==> config.mk <==
export PLATFORM = sky130hd
export DESIGN_NAME = clock_alarm_ctrl
export DESIGN_NICKNAME = d
export VERILOG_FILES = /design/src/rtl/clock_alarm_ctrl_pkg.sv /design/src/rtl/clock_alarm_ctrl_timer.sv /design/src/rtl/clock_alarm_ctrl.sv
export SDC_FILE = /design/constraint.sdc
export NUM_CORES = 1
export LEC_CHECK = 0
export CAP_MARGIN = 30
export CORE_MARGIN = 1
export CORE_UTILIZATION = 41
export CTS_CLUSTER_DIAMETER = 80
export DETAILED_ROUTE_END_ITERATION = 16
export GPL_ROUTABILITY_DRIVEN = 0
export HOLD_SLACK_MARGIN = 0.15
export PLACE_DENSITY_LB_ADDON = 0.15
export SLEW_MARGIN = 10
export SYNTH_ARGS = -nofsm -noshare
export SYNTH_HDL_FRONTEND = slang
export SYNTH_HIERARCHICAL = 1
export SYNTH_SLANG_ARGS = --single-unit
==> constraint.sdc <==
create_clock -name clk -period 2.6 [get_ports clk]
set_clock_uncertainty 0.2 [all_clocks]
set_input_delay 0.39 -clock clk [delete_from_list [all_inputs] [get_ports clk]]
set_output_delay 0.39 -clock clk [all_outputs]
set_load 0.02 [all_outputs]
==> src/rtl/clock_alarm_ctrl_pkg.sv <==
// Shared state encoding, BCD constants and the BCD time check used by the
// alarm controller and the clock set path.
package clock_alarm_ctrl_pkg;

  typedef enum logic [1:0] {
    ST_IDLE    = 2'd0,
    ST_RINGING = 2'd1,
    ST_SNOOZE  = 2'd2
  } state_t;

  localparam logic [7:0] BCD_00 = 8'h00;
  localparam logic [7:0] BCD_01 = 8'h01;
  localparam logic [7:0] BCD_12 = 8'h12;
  localparam logic [7:0] BCD_59 = 8'h59;

  // A 12-hour BCD time is valid when every nibble is a decimal digit,
  // the hour is 01-12 and the minute is 00-59.
  function automatic logic bcd_time_valid(input logic [7:0] h, input logic [7:0] m);
    logic digits_ok;
    digits_ok = (h[7:4] <= 4'd9) && (h[3:0] <= 4'd9) &&
                (m[7:4] <= 4'd9) && (m[3:0] <= 4'd9);
    return digits_ok && (h >= BCD_01) && (h <= BCD_12) && (m <= BCD_59);
  endfunction

endpackage

==> src/rtl/clock_alarm_ctrl_timer.sv <==
// Loadable down-counter for ring and snooze durations. Advances only on the
// one-second tick and never counts below 1; flags the tick that sees 1.
module clock_alarm_ctrl_timer #(
  parameter int WIDTH = 8
) (
  input  logic             clk,
  input  logic             reset,
  input  logic             ena,
  input  logic             run,
  input  logic             load,
  input  logic [WIDTH-1:0] load_val,
  output logic             expire
);

  logic [WIDTH-1:0] count;

  always_ff @(posedge clk or posedge reset) begin
    if (reset) begin
      count <= '0;
    end else if (load) begin
      count <= load_val;
    end else if (run && ena && (count > WIDTH'(1))) begin
      count <= count - WIDTH'(1);
    end
  end

  assign expire = ena && (count == WIDTH'(1));

endmodule

==> src/rtl/clock_alarm_ctrl.sv <==
// Alarm stage: stores the alarm time, detects the minute it is reached and
// runs the ring / snooze / dismiss state machine.
module clock_alarm_ctrl
  import clock_alarm_ctrl_pkg::*;
#(
  parameter int RING_SECS  = 60,
  parameter int SNOOZE_MIN = 9,
  parameter int SNOOZE_MAX = 3
) (
  input  logic       clk,
  input  logic       reset,
  input  logic       ena,
  input  logic [7:0] hh,
  input  logic [7:0] mm,
  input  logic [7:0] ss,
  input  logic       pm,
  input  logic       arm,
  input  logic       set_en,
  input  logic [7:0] set_hh,
  input  logic [7:0] set_mm,
  input  logic       set_pm,
  input  logic       snooze,
  input  logic       dismiss,
  output logic       buzzer,
  output logic       snoozing,
  output logic [7:0] alarm_hh,
  output logic [7:0] alarm_mm,
  output logic       alarm_pm,
  output logic [2:0] snooze_left
);

  localparam int SNOOZE_TICKS = SNOOZE_MIN * 60;
  localparam int TIMER_MAX    = (RING_SECS > SNOOZE_TICKS) ? RING_SECS : SNOOZE_TICKS;
  localparam int TW           = $clog2(TIMER_MAX + 1);

  localparam logic [TW-1:0] RING_LOAD   = TW'(RING_SECS);
  localparam logic [TW-1:0] SNOOZE_LOAD = TW'(SNOOZE_TICKS);
  localparam logic [2:0]    SNZ_RELOAD  = 3'(SNOOZE_MAX);

  state_t        state, state_n;
  logic [2:0]    snooze_left_n;
  logic          match, match_d, trig, set_ok;
  logic          load, expire;
  logic [TW-1:0] load_val;

  assign match  = (hh == alarm_hh) && (mm == alarm_mm) && (pm == alarm_pm) && (ss == BCD_00);
  assign trig   = match && !match_d;
  assign set_ok = set_en && bcd_time_valid(set_hh, set_mm);

  clock_alarm_ctrl_timer #(.WIDTH(TW)) u_timer (
    .clk      (clk),
    .reset    (reset),
    .ena      (ena),
    .run      (state != ST_IDLE),
    .load     (load),
    .load_val (load_val),
    .expire   (expire)
  );

  // Disarm and a valid alarm write outrank everything; an invalid write
  // falls through so it cannot cancel an active ring.
  always_comb begin
    state_n       = state;
    snooze_left_n = snooze_left;
    load          = 1'b0;
    load_val      = RING_LOAD;
    if (!arm || set_ok) begin
      state_n       = ST_IDLE;
      snooze_left_n = SNZ_RELOAD;
    end else begin
      case (state)
        ST_IDLE: begin
          if (trig) begin
            state_n = ST_RINGING;
            load    = 1'b1;
          end
        end
        ST_RINGING: begin
          if (dismiss) begin
            state_n       = ST_IDLE;
            snooze_left_n = SNZ_RELOAD;
          end else if (snooze && (snooze_left != 3'd0)) begin
            state_n       = ST_SNOOZE;
            load          = 1'b1;
            load_val      = SNOOZE_LOAD;
            snooze_left_n = snooze_left - 3'd1;
          end else if (expire) begin
            state_n       = ST_IDLE;
            snooze_left_n = SNZ_RELOAD;
          end
        end
        ST_SNOOZE: begin
          if (dismiss) begin
            state_n       = ST_IDLE;
            snooze_left_n = SNZ_RELOAD;
          end else if (expire) begin
            state_n = ST_RINGING;
            load    = 1'b1;
          end
        end
        default: state_n = ST_IDLE;
      endcase
    end
  end

  always_ff @(posedge clk or posedge reset) begin
    if (reset) begin
      state       <= ST_IDLE;
      buzzer      <= 1'b0;
      snoozing    <= 1'b0;
      alarm_hh    <= BCD_12;
      alarm_mm    <= BCD_00;
      alarm_pm    <= 1'b0;
      snooze_left <= SNZ_RELOAD;
      match_d     <= 1'b0;
    end else begin
      state       <= state_n;
      buzzer      <= (state_n == ST_RINGING);
      snoozing    <= (state_n == ST_SNOOZE);
      snooze_left <= snooze_left_n;
      match_d     <= match;
      if (set_ok) begin
        alarm_hh <= set_hh;
        alarm_mm <= set_mm;
        alarm_pm <= set_pm;
      end
    end
  end

endmodule
==> results.md, run 1 <==
Clock tree:
- Clock-pin slew was measured on the worst setup and hold paths at 70 ps.
- Counting the buffers created by CTS gives 5.
- The number of clock sinks is 35.
- The clock tree from TritonCTS is yes.
- The root buffer selected by CTS is clkbuf_8.
- The number of H-tree branching levels is 2.
- The clock tree buffer depth is 2.
- The number of setup buffers added after CTS is 0.
- The clock network latency to the later pin of the worst-skew pair is 290 ps.

Global routing:
- The total overflow left after global routing is 0.
- The number of antenna violations at the first check in global routing was 0.
- The via count of the first global-routing pass is 1,800.
- Global routing used 20.2% of the available tracks.
- The largest net degree at the start of global routing is 26.
- The first-pass GRT wire length is 7880 um.

Yosys:
- The simple-gate share of the synthesized area is 20.3%.
- After synthesis, the largest family of logic cells by area is simple AND/OR/NAND/NOR gates.
- Summing the areas of all compound-gate instances in the mapped netlist gives 11.6% of the synthesized area.
- The count of distinct cell types in the synthesized netlist is 47.
- The number of enable-type register cells in the synthesized netlist is 0.
- After synthesis, the mean cell area works out to 10.3 um^2.
- The multiplexer share of the synthesized area is 8.92%.
- The netlist area before placement is 2010 um^2.
- The area share of fa/ha/maj cells after synthesis is 2.50%.
- In the synthesized netlist, the number of instances is 194.
- The sequential cell area fraction in the yosys report is 43.9%.
- After synthesis, the share of flip-flops with an asynchronous set or reset is 100%.
- The most used flip-flop cell after synthesis is dfrtp_1.
- The post-synthesis sequential element count is 35.
- For this run, the number of Yosys warnings is 6.
- Summing the areas of all xor and xnor instances in the mapped netlist gives 9.17% of the synthesized area.

Power:
- In this run the power density over the cells is 421 nW/um^2.
- The leakage power total is 0.00140 uW.
- Across the VDD grid, the largest voltage drop is 0.311 mV.

Die:
- The floorplan die area is 5180 um^2.
- The initialized floorplan defines 25 standard-cell rows.
- The core region is 4720 um^2.
- From bottom edge to top edge, the die measures 71.9 um.
- The starting density of the core is 42.5%.
- Measured along the x axis, the die boundary spans 71.9 um.
- In this run the count of I/O pins placed on the die edge is 71.

Run:
- Across the run, the number of max-cap violations was 0.

Finish:
- The number of fillers in the final layout is 405.
- In the final layout, the multi-input gates occupy 1120 um^2.
- The area growth from synthesis to layout is 51.3%.
- Cells with a size suffix above 1 make up 17.0% of the layout.
- At the end of the flow, the number of nets in the layout was 342.
- The repair_antennas step left the layout with diodes totalling 0.
- The footprint of the flip-flops and latches is 881 um^2.
- For this run, the share of the core covered by cells in the final layout is 64.2%.

Timing:
- Setup repair after global routing left no endpoint under its margin.
- The count of final max-slew check failures is 0.
- The maximum frequency from static timing analysis is 0.405 GHz.
- The worst path setup slack after routing is 130 ps.
- Of the available clock period, the critical path in the final layout requires 95.0%.
- The final count of hold timing violations is 0.
- The final-report setup violation count is 0.
- Measured against its own limit, the worst slew margin works out to 62.8%.
- The clock period could shrink to 2470 ps.
- At the pin with the least slew margin, the transition time is 544 ps.
- Hold is met by 209 ps.

Place:
- Once detailed placement completed, the half-perimeter wirelength came to 3730 um.
- The worst slack at placement is -125 ps.
- The number of I/O port buffers is 70.

Routing:
- The count of TritonRoute iterations in the first routing pass is 4.
- The total DRC errors in the routed layout is 0.
- The first routing iteration left 45 violations.
- The routed via count is 1,727.
- In the routed layout, each cell is associated on average with a via count of 4.85.
- The routed wire length per instance is 13.1 um.
- Once detail routing completed, the nets flagged for antenna violations numbered 0.
- The routed design has 4650 um of wire.

Status:
- The flow ran to the end, and the final reports show no timing, DRC or antenna violations.

Critical path:
- In this run the worst path has a maximum fanout of 5.
- The arrival time of the worst setup path is 2450 ps.
- The type of element launching the critical path is a flop.
- Data on the critical path is required at its endpoint by 2580 ps.
- The category of the most critical setup path is reg -> reg.
- STA classifies the critical path endpoint as a flop.

Hold path:
- The path class of the lowest-slack min-delay path is in -> async.
cell usage in the layout (no fill, tap or decap), drive strengths merged, types with 7 or more instances in the layout:
| master | n |
|---|---|
| clkdlybuf4s50 | 70 |
| dfrtp | 31 |
| nand2 | 16 |
| buf | 16 |
| xor2 | 15 |
| mux2 | 15 |
| inv | 11 |
| nor4 | 10 |
| o21ai | 9 |
| nor2b | 9 |
| conb | 8 |
| nor3 | 7 |
flip-flops by register name (all words and copies together), names as in the netlist:
signal and flops:
u_timer/count 10, alarm_pm 1, match_d 1, buzzer 1, alarm_hh 8, state 2, snooze_left 3, alarm_mm 8
snoozing 1
synthesized netlist by cell type, types with 3 or more instances:
master | count | area share, %
or2_2 | 3 | 0.94
nor2b_1 | 9 | 2.8
dfstp_2 | 4 | 5.2
nand4_1 | 5 | 1.6
nand3_1 | 4 | 1.0
inv_1 | 11 | 2.1
nand2_1 | 16 | 3.0
nor4_1 | 9 | 2.8
a21o_1 | 3 | 1.1
mux2_2 | 9 | 5.1
dfrtp_1 | 31 | 39
nor2_1 | 6 | 1.1
nor3_1 | 7 | 1.7
xor2_1 | 15 | 6.6
mux2_1 | 6 | 3.4
o21ai_0 | 9 | 2.2
xnor2_1 | 6 | 2.6
a21oi_1 | 3 | 0.75
ha_1 | 4 | 2.5
path summary, 6_finish.rpt:
kind / start / to / slack [ps] / depth (start not counted)
min in group clk: alarm_hh[5]$_DFFE_PP0P_ / alarm_hh[5]$_DFFE_PP0P_ / 340 / 1
hold reg to reg: alarm_hh[5]$_DFFE_PP0P_ / alarm_hh[5]$_DFFE_PP0P_ / 340 / 1
max in group asynchronous: reset / snooze_left[1]$_DFFE_PP1P_ / 1630 / 3
hold / removal: reset / u_timer/count[1]$_DFFE_PP0P_ / 210 / 2
setup reg to reg: u_timer/count[1]$_DFFE_PP0P_ / u_timer/count[3]$_DFFE_PP0P_ / 130 / 8
setup / recovery: u_timer/count[1]$_DFFE_PP0P_ / u_timer/count[3]$_DFFE_PP0P_ / 130 / 8
cells by family after synthesis:
| family | after synthesis |
|---|---|
| and+or+nand+nor | 71 |
| other | 2 |
| xor gates and xnor gates | 21 |
| DFF | 35 |
| buffers and inverters | 15 |
| muxes | 16 |
| adders and majority gates | 4 |
| AOI/OAI and AO/OA | 30 |
cell type report:
type                    instances  area share, %
multi-input cells             150           36.9
clock inverters                 1          0.165
inverters                      11           1.36
well taps                      67           2.76
flip-flops and latches         35           29.0
clock buffers                   6           2.72
repair buffers                 86           27.1
through the flow:
stage / instance area [um^2] / power (uW) / cells / TNS (ps)
2_1_floorplan: 2050 / 730 / 200 / 0
3_3_place_gp: 2930 / 886 / 349 / -432
3_5_place_dp: 2930 / 890 / 349 / -651
4_1_cts: 3020 / 1290 / 356 / 0
5_1_grt: 3030 / 1340 / 356 / 0
6_report: 3030 / 1280 / 356 / 0
per-layer routing:
layer	global-route usage [%]	part of all wire (%)	vias up
met5	0	0	-
met4	7.41	2.0	0
met3	6.11	4.1	9
met2	34.4	49	35
met1	24.1	45	803
li1	-	-	880
where the power goes:
| group | leakage (uW) | internal (uW) | switching [uW] |
|---|---|---|---|
| clock | 0.0000470 | 208 | 188 |
| sequential | 0.000457 | 577 | 30.9 |
| combinational | 0.000893 | 160 | 112 |
worst max-delay path, stage by stage, from the launching register on:
cell and delay (ps):
dfrtp_1 400, inv_1 80, ha_1 190, and4_1 180, o31ai_2 320, nor3_2 100
o311a_1 350, inv_1 170, mux2_2 360
repair_timing:
action,4_1_cts,5_1_grt
endpoints found under the setup margin,0,4
hold buffers,0,0
gates resized for setup,0,3
(Power assumes the default switching activity.)
==> inputs of run 2 (changes only) <==
--- a/config.mk
+++ b/config.mk
@@ -13,6 +13,7 @@
 export GPL_ROUTABILITY_DRIVEN = 0
 export HOLD_SLACK_MARGIN = 0.15
 export PLACE_DENSITY_LB_ADDON = 0.15
+export REMOVE_ABC_BUFFERS = 1
 export SLEW_MARGIN = 10
 export SYNTH_ARGS = -nofsm -noshare
 export SYNTH_HDL_FRONTEND = slang
==> constraint.sdc (replaced) <==
create_clock -name clk -period 2.1 [get_ports clk]
set_clock_uncertainty 0.2 [all_clocks]
set_input_delay 0.315 -clock clk [delete_from_list [all_inputs] [get_ports clk]]
set_output_delay 0.315 -clock clk [all_outputs]
set_load 0.02 [all_outputs]
==> run 2 against run 1 <==
Against the previous run: the run now ends with setup timing left; sequential power up 22%; via count is 17% higher; first-iteration DRC count increased to 2.6 times the previous value; clock power grew 48%; maximum frequency up 3.0%; die area did not move; cell count is 16% higher; largest cell class is now non-clock buffers; combinational power grew 65%.
==> results.md, run 2 (same netlist as run 1, synthesis figures left out) <==
Status:
- The run finished, with violations left.
- The final reports fail on setup timing.

Clock tree:
- The total CTS buffers was 5 (unchanged).
- The number of clock sinks is 35 (unchanged).
- The clock-pin slew on the worst setup and hold paths is 70 ps (about the same).
- The clock tree buffer depth is 2 (unchanged).
- The number of H-tree branching levels came to 2 (unchanged).
- The clock network latency to the later pin of the worst-skew pair is 280 ps (about the same).
- The clock tree from TritonCTS is yes.
- CTS placed an instance of clkbuf_8 at the clock tree root.

Run:
- The reported max-cap violation count is 0 (unchanged).

Critical path:
- The number of buffers and inverters on the critical path was 2 (unchanged).
- The capture instance of the worst register-to-register path is u_timer/count[7]$_DFFE_PP0P_.
- The startpoint of the worst setup timing path is snooze_left[1]$_DFFE_PP1P_.
- The largest individual stage delay along the critical path comes from the cell dfstp_2.
- The launch instance of the worst register-to-register path is snooze_left[1]$_DFFE_PP1P_.
- The arrival time of the worst setup path came to 2370 ps (-80 ps).
- The category of the most critical setup path is reg -> reg.
- The largest incremental delay on the critical path is 540 ps (+140 ps).
- The dominant cell type by count on the critical path is ha_4.
- The element type at the critical path end is a flop.
- STA classifies the critical path startpoint as a flop.
- The count of cells along the worst register-to-register path is 10 (+2).
- The signal on the critical path passes through inv_2 > ha_4 > ha_4 > nor2b_4 > buf_6 > nand2_4 > nor3_4 > o311a_4 > nor2b_1 > a221o_2.
- The critical path depth is 10 (+2).
- The cell class contributing the biggest share of worst-path delay is compound AO/OA/AOI/OAI gates.
- The critical path ends at u_timer/count[7]$_DFFE_PP0P_.
- The critical path required time came to 2070 ps (-510 ps).
- The maximum fanout along the worst path is 6 (+1).
- The register-to-register setup slack is -300 ps (-430 ps).

Routing:
- The total detailed-routing wirelength came to 6260 um (+35%).
- The count of TritonRoute iterations in the first routing pass is 4 (unchanged).
- The routed wire length per instance is 15.2 um (+16%).
- The routed via count was 2,026 (+17%).
- The count of antenna-violating nets left after detailed routing is 0 (unchanged).
- The routed via count divided by cell count is 4.91 (+1.1%).
- The DRC marker count from the first detailed-route iteration is 117 (+160%).
- The total DRC errors in the routed layout came to 0 (unchanged).

Finish:
- The flip-flop count of the largest register after layout was 10 (unchanged).
- The share of layout cells above drive strength 1 came to 35.3% (+18 points).
- The layout-stage area growth over the synthesis result is 84.7%.
- The most common cell after layout, fill and taps aside is buf_4.
- The number of diodes is 0 (unchanged).
- The post-route cell area is 3700 um^2 (+22%).
- The fraction of the core area covered by cells at the end of the flow is 78.4% (+14 points).
- u_timer/count holds more flip-flops than any other register.
- The library cells used most frequently in the layout, excluding fill and tap cells, are buf_4 (59), clkdlybuf4s50_1 (57), dfrtp_1 (31).
- The total number of nets in the final design is 399 (+17%).
- The largest registers in the layout are u_timer/count (10), alarm_hh (8), alarm_mm (8).

Timing:
- The final-report setup violation count came to 11 (+11).
- The final hold slack is 180 ps (-29.6 ps).
- The slew at the pin closest to its max-slew limit is 476 ps (-67.5 ps).
- The final count of hold timing violations is 0 (unchanged).
- The max-slew headroom at the worst pin was 67.4% (+4.6 points).
- Setup repair after global routing could not meet its margin everywhere.
- The worst path setup slack after routing was -298 ps (-428 ps).
- The setup TNS is -2380 ps (-2380 ps).
- The count of final max-slew check failures was 0 (unchanged).
- The maximum frequency from static timing analysis is 0.417 GHz (+3.0%).
- The share of the clock period used by the worst path is 114% (+19 points).
- The minimum period implied by the final worst setup slack is 2400 ps (-72.3 ps).

Global routing:
- The global router's overall resource usage is 24.4% (+4.3 points).
- The number of antenna violations at the first check in global routing is 0 (unchanged).
- The remaining global-route overflow is 0 (unchanged).
- The via count of the first global-routing pass is 2,011 (+12%).
- The first-pass GRT wire length is 9500 um (+21%).
- The largest net degree at the start of global routing is 20 (-23%).

Die:
- The die height is 71.9 um (unchanged).
- The starting density of the core is 42.5% (unchanged).
- The die outline width is 71.9 um (unchanged).
- The total I/O pin count was 71 (unchanged).
- The area of the core is 4720 um^2 (unchanged).
- The floorplan die area was 5180 um^2 (unchanged).
- The cell row count is 25 (unchanged).

Place:
- The sum of net half-perimeters after detailed placement is 4170 um (+12%).
- The instance area at placement is 3230 um^2 (+10%).
- The number of I/O port buffers came to 70 (unchanged).

Hold path:
- In this run the worst hold path is classified as in -> reg.

Power:
- The power per standard cell area is 479 nW/um^2 (+14%).
- The largest voltage drop on the vdd net came to 0.356 mV (+14%).
- The leakage power total is 0.00185 uW (+33%).
-- run 2: cell count changes in the layout (fill, tap and decap cells not counted), moves of 4 or more --
cell / delta
o21ai_0: -4
clkdlybuf4s50_1: -13
dlymetal6s2s_1: +13
buf_6: +8
buf_4: +43
-- run 2: per-layer routing --
layer / vias to the layer above / share of wire [%] / track usage (%)
met2: 57 / 51 / 42.3
met4: 0 / 1.8 / 7.63
met1: 966 / 43 / 30.3
li1: 993 / - / -
met5: - / 0 / 0
met3: 10 / 3.8 / 5.56
-- run 2: worst min path at each step --
| stage | slack [ps] | start | cells after the start | endpoint |
|---|---|---|---|---|
| 2_1_floorplan | -40 | reset | 1 | u_timer/count[0]$_DFFE_PP0P_ |
| 3_5_place_dp | 340 | alarm_mm[7]$_DFFE_PP0P_ | 1 | alarm_mm[7]$_DFFE_PP0P_ |
| 5_1_grt | 190 | set_hh[2] | 2 | alarm_hh[2]$_DFFE_PP0P_ |
| 6_report | 180 | set_hh[2] | 2 | alarm_hh[2]$_DFFE_PP0P_ |
| 3_3_place_gp | 330 | alarm_mm[7]$_DFFE_PP0P_ | 1 | alarm_mm[7]$_DFFE_PP0P_ |
| 4_1_cts | 360 | alarm_mm[7]$_DFFE_PP0P_ | 1 | alarm_mm[7]$_DFFE_PP0P_ |
-- run 2: final cells by class --
class,instances,area [um^2]
inverter,11,41.3
clock buffer,6,72.6
clock inverter,1,30.0
sequential,35,881
timing repair buffer,143,1360
multi-input combinational,150,1240
tap,67,83.8
fill,317,1020
-- run 2: what timing repair did --
action / 4_1_cts / 5_1_grt
pin swaps: 12 / 15
resized for setup: 33 / 32
hold endpoints to repair: 6 / 2
hold buffers: 1 / 2
gates cloned: 2 / 1
setup endpoints to repair: 25 / 31
setup buffers: 8 / 7
-- run 2: report_power, final --
part	switching (uW)	internal, uW	leakage, uW
clock network	237	348	0.0000513
registers	28.5	714	0.000457
logic	180	268	0.00135
total	446	1330	0.00185
-- run 2: stage by stage --
step	worst slack, ps	std cells	power (uW)
floorplan	-785	196	901
global placement	-616	390	1160
detailed placement	-678	390	1170
CTS	-248	406	1770
global route	-370	413	1850
finish	-298	413	1780
-- run 2: worst reg2reg max path, cell delays in order (launching register included) --
cell and delay [ps]:
dfstp_2 540, inv_2 40, ha_4 150, ha_4 160, nor2b_4 150, buf_6 130
nand2_4 60, nor3_4 230, o311a_4 240, nor2b_1 60, a221o_2 320
